**config.mk**
```make
export PLATFORM = sky130hd
export DESIGN_NAME = dom_indep_pipe
export DESIGN_NICKNAME = d
export VERILOG_FILES = /design/src/rtl/dom_indep_pipe.sv
export SDC_FILE = /design/constraint.sdc
export NUM_CORES = 1
export LEC_CHECK = 0
export BUFFER_PORTS_ARGS = -buffer_cell sky130_fd_sc_hd__buf_2
export CAP_MARGIN = 20
export CORE_AREA = 3 3 40 42
export DETAILED_ROUTE_END_ITERATION = 7
export DIE_AREA = 0 0 43 45
export MAX_ROUTING_LAYER = met4
export PLACE_DENSITY = 0.49
export SYNTH_ARGS = -nofsm -noshare
export SYNTH_HDL_FRONTEND = slang
export SYNTH_SLANG_ARGS = --single-unit
export TNS_END_PERCENT = 5
```
**constraint.sdc**
```tcl
create_clock -name clk -period 1 [get_ports clk]
set_input_delay 0.1 -clock clk [delete_from_list [all_inputs] [get_ports clk]]
set_output_delay 0.1 -clock clk [all_outputs]
set_load 0.1 [all_outputs]
```
**src/rtl/dom_indep_pipe.sv**
```systemverilog
// First-order-and-up domain-oriented masked AND over WIDTH independent bit-lanes, valid/ready pipelined.
// Optional macro DOM_OUTPUT_REG_EN adds a registered output stage holding the compressed shares.
module dom_indep_pipe #(
   parameter int unsigned ORDER = 1,
   parameter int unsigned WIDTH = 1
) (
   input  logic                                  clk,
   input  logic                                  rst_n,
   input  logic [(ORDER+1)*WIDTH-1:0]            port_a,
   input  logic [(ORDER+1)*WIDTH-1:0]            port_b,
   input  logic [(ORDER*(ORDER+1)/2)*WIDTH-1:0]  port_r,
   input  logic                                  in_valid,
   output logic                                  in_ready,
   output logic [(ORDER+1)*WIDTH-1:0]            port_c,
   output logic                                  out_valid,
   input  logic                                  out_ready
);

   localparam int unsigned SHARES = ORDER + 1;
   localparam int unsigned SW     = SHARES * WIDTH;
   localparam int unsigned TW     = SHARES * SHARES * WIDTH;

   // term slot (i,j): i==j holds the inner product, i!=j the refreshed cross term owned by domain i
   logic [TW-1:0] term_d;
   logic [TW-1:0] term_q;
   logic [SW-1:0] c_comb;
   logic          s1_full;
   logic          s1_drain;
   logic          ld1;

   for (genvar gi = 0; gi < SHARES; gi++) begin : g_dom
      for (genvar gj = 0; gj < SHARES; gj++) begin : g_term
         if (gi == gj) begin : g_inner
            assign term_d[(gi*SHARES+gj)*WIDTH +: WIDTH] =
               port_a[gi*WIDTH +: WIDTH] & port_b[gi*WIDTH +: WIDTH];
         end else begin : g_cross
            // (i,j) and (j,i) share the same lexicographic randomness pair
            localparam int unsigned LO = (gi < gj) ? 32'(gi) : 32'(gj);
            localparam int unsigned HI = (gi < gj) ? 32'(gj) : 32'(gi);
            localparam int unsigned P  = LO * (2 * ORDER - LO + 1) / 2 + (HI - LO - 1);
            assign term_d[(gi*SHARES+gj)*WIDTH +: WIDTH] =
               (port_a[gi*WIDTH +: WIDTH] & port_b[gj*WIDTH +: WIDTH]) ^ port_r[P*WIDTH +: WIDTH];
         end
      end
   end

   // per-domain compression strictly after the stage-1 registers
   always_comb begin
      c_comb = '0;
      for (int unsigned i = 0; i < SHARES; i++) begin
         for (int unsigned j = 0; j < SHARES; j++) begin
            c_comb[i*WIDTH +: WIDTH] = c_comb[i*WIDTH +: WIDTH] ^ term_q[(i*SHARES+j)*WIDTH +: WIDTH];
         end
      end
   end

   assign ld1 = in_valid && in_ready;

   always_ff @(posedge clk or negedge rst_n) begin
      if (!rst_n) begin
         term_q  <= '0;
         s1_full <= 1'b0;
      end else begin
         if (ld1) begin
            term_q <= term_d;
         end
         if (ld1) begin
            s1_full <= 1'b1;
         end else if (s1_drain) begin
            s1_full <= 1'b0;
         end
      end
   end

`ifdef DOM_OUTPUT_REG_EN
   logic          s2_full;
   logic          ready2;
   logic [SW-1:0] c_q;

   assign ready2    = !s2_full || out_ready;
   assign s1_drain  = s1_full && ready2;
   assign in_ready  = !s1_full || ready2;
   assign out_valid = s2_full;
   assign port_c    = c_q;

   always_ff @(posedge clk or negedge rst_n) begin
      if (!rst_n) begin
         c_q     <= '0;
         s2_full <= 1'b0;
      end else begin
         if (s1_drain) begin
            c_q     <= c_comb;
            s2_full <= 1'b1;
         end else if (out_ready) begin
            s2_full <= 1'b0;
         end
      end
   end
`else
   assign s1_drain  = out_ready;
   assign in_ready  = !s1_full || out_ready;
   assign out_valid = s1_full;
   assign port_c    = c_comb;
`endif

endmodule

```
==> metrics.md <==
| Metric | Value |
|---|---|
| Status | complete, but fails checks |
| Failing checks | setup timing |
| Pleak | 0.234 nW |
| Input/output buffers | 12 |
| CP cell instances | xor2_4 > buf_12 |
| Yosys warns | 0 |
| Largest net degree at the start of global routing | 10 |
| CP delay by family, top | flip-flops |
| Reg2reg setup slack | -70 ps |
| Congestion Overflow GR | 0 |
| Crit-path slowest cell | dfrtp_2 |
| Clk slew on worst S/H paths | 40 ps |
| Synthesized area per cell | 11.7 um2 |
| First DRT Iteration DRCs | 1 |
| Overall Power | 0.000977 W |
| Die ar. | 1940 um2 |
| Final weighted congestion in routability-driven placement | 0.734 |
| Multi-input gate area | 169 um2 |
| Endpoint type of the worst setup path | output pin |
| Dpl ws | -14.5 ps |
| Min cycle time layout | 1150 ps |
| Post-synth cell types | 11 |
| Met3 usage | 3.59% |
| CTS sink cnt | 5 |
| Starting Density | 20.9% |
| CP arrival | 1050 ps |
| Vias per cell | 4.14 |
| Gate Count Post-Synth | 23 |
| Drt drc | 0 |
| Final hold viol count | 0 |
| Slew at the pin closest to its max-slew limit | 176 ps |
| Post-synthesis sequential area ratio | 46.5% |
| Met1 Track Usage GR | 8.35% |
| Unrepaired setup endpoints after global routing | true |
| Row cnt | 13 |
| Antenna viol nets, final | 0 |
| Final Skew | 5.27 ps |
| Final Setup Violations | 6 |
| N_diodes | 0 |
| Vias in the first global route | 252 |
| Yosys reg bits | 5 |
| Worst VDD drop | 0.636 mV |
| Setup WS post-layout | -152 ps |
| Slew Limit Fails | 0 |
| Die Y-Extent | 45 um |
| Total CTS buffers | 3 |
| Clk_lat worst skew | 240 ps |
| Setup TNS | -658 ps |
| Worst setup SP type | flip-flop |
| CTS tree | built |
| Nets | 51 |
| Vias | 232 |
| Synth Net Count | 32 |
| Final worst path period share | 115% |
| I/O pin count | 13 |
| Critical-path maximum fanout | 2 |
| Total Wirelength | 569 um |
| DR WL/cell | 10.2 um |
| Initial DRT Pass Iterations | 2 |
| Overall global routing resource usage | 7.77% |
| Hold Path Class | primary input to flip-flop |
| Area growth, synth to finish | 89.8% |
| First-pass GRT wire length | 979 um |
| PwrDens | 1910 nW/um2 |
| Sequential cell area | 131 um2 |
| Htree depth | 1 |
| Buf/Inv on CP | 1 |
| Fillers | 130 |
| Slowest Stage Delay on Critical Path | 440 ps |
| Met2 usage | 9.58% |
| Maximum clock path buffer count | 2 |
| GRT Max-Usage Layer | met2 |
| Slew Limit Headroom | 88.2% |
| Layout cells sized above 1 | 65.9% |
| F_max | 0.868 GHz |
| Critical path class | flip-flop to output pin |
| Core area | 1280 um2 |
| CTS Root Cell | clkbuf_4 |
| Die Wd | 43 um |
| Worst path required time | 900 ps |
| Initial antenna violation count | 0 |
| Synthesized area | 269 um2 |
| Max capacitance violation total | 0 |
## power breakdown
part	internal, W	switching, W
Clock	0.000151	0.0000804
Combinational	0.000197	0.000279
Sequential	0.000232	0.0000382
## cell usage after synthesis
library cell	instances	area [um2]
a21oi_1	2	10.0
a21boi_2	2	22.5
nand2b_4	1	13.8
xor2_1	4	35.0
buf_6	1	11.3
nand2_1	2	7.51
dfrtp_1	5	125
buf_2	1	5.00
a41o_1	2	20.0
a31oi_1	2	12.5
nand2b_1	1	6.26
## per-stage QoR
stage / hold slack (ps) / area (um2) / util (%) / std cells
2_1_floorplan: -196 / 319 / - / 23
3_3_place_gp: -79.3 / 440 / 34.3 / 49
3_5_place_dp: -77.0 / 440 / 34.3 / 49
4_1_cts: 126 / 499 / 38.9 / 55
5_1_grt: 138 / 510 / 39.7 / 56
6_report: 131 / 510 / 39.7 / 56
## metal layers
| layer | vias to the layer above | wire (um) |
|---|---|---|
| li1 | 116 | - |
| met1 | 100 | 241 |
| met2 | 14 | 244 |
| met3 | 2 | 72 |
| met4 | 0 | 10 |
| met5 | - | 0 |
## timing repair
item	in CTS	in global routing
gates resized for setup	2	1
endpoints found under the setup margin	6	8
pin swaps	1	0
buffers inserted	1	1
hold endpoints to repair	5	0
hold buffers	1	0
## sequential cells by signal, summed over array words and instances, names as in the netlist
register,count
term_q,4
out_valid,1
## path summary, 6_finish.rpt
kind,startpoint,end,depth (start not counted)
setup / recovery,term_q[2],port_c[1],2
hold reg to reg,term_q[1],term_q[1],2
min in group asynchronous,rst_n,out_valid,2
max in group asynchronous,rst_n,term_q[1],2
hold / removal,port_b[1],term_q[3],2
setup reg to reg,out_valid,term_q[0],4
## cells by family (layout without fill, tap and decap cells)
| family | after synthesis | in the layout | synth area share (%) |
|---|---|---|---|
| buffers and inverters | 2 | 20 | 6.04 |
| AND/OR/NAND/NOR | 4 | 4 | 10.2 |
| AO/OA/AOI/OAI | 8 | 8 | 24.2 |
| flip-flops | 5 | 5 | 46.5 |
| XOR/XNOR | 4 | 4 | 13.0 |
## area by class of cell
cell class              count  area share (%)
clock buffers               4            5.15
multi-input cells          16            33.1
flip-flops and latches      5            25.7
well taps                  15            3.68
repair buffers             16            32.4
## cell usage in the layout, fill, tap and decap left out, drive strengths merged
| cell type | netlist | layout |
|---|---|---|
| buf | 2 | 15 |
| dfrtp | 5 | 5 |
| clkbuf | 0 | 4 |
| xor2 | 4 | 4 |
| a21boi | 2 | 2 |
| a41o | 2 | 2 |
| nand2 | 2 | 2 |
| a31oi | 2 | 2 |
| nand2b | 2 | 2 |
| a21oi | 2 | 2 |
| dlygate4sd3 | 0 | 1 |
Note: power is estimated with default switching activity, not from simulation.
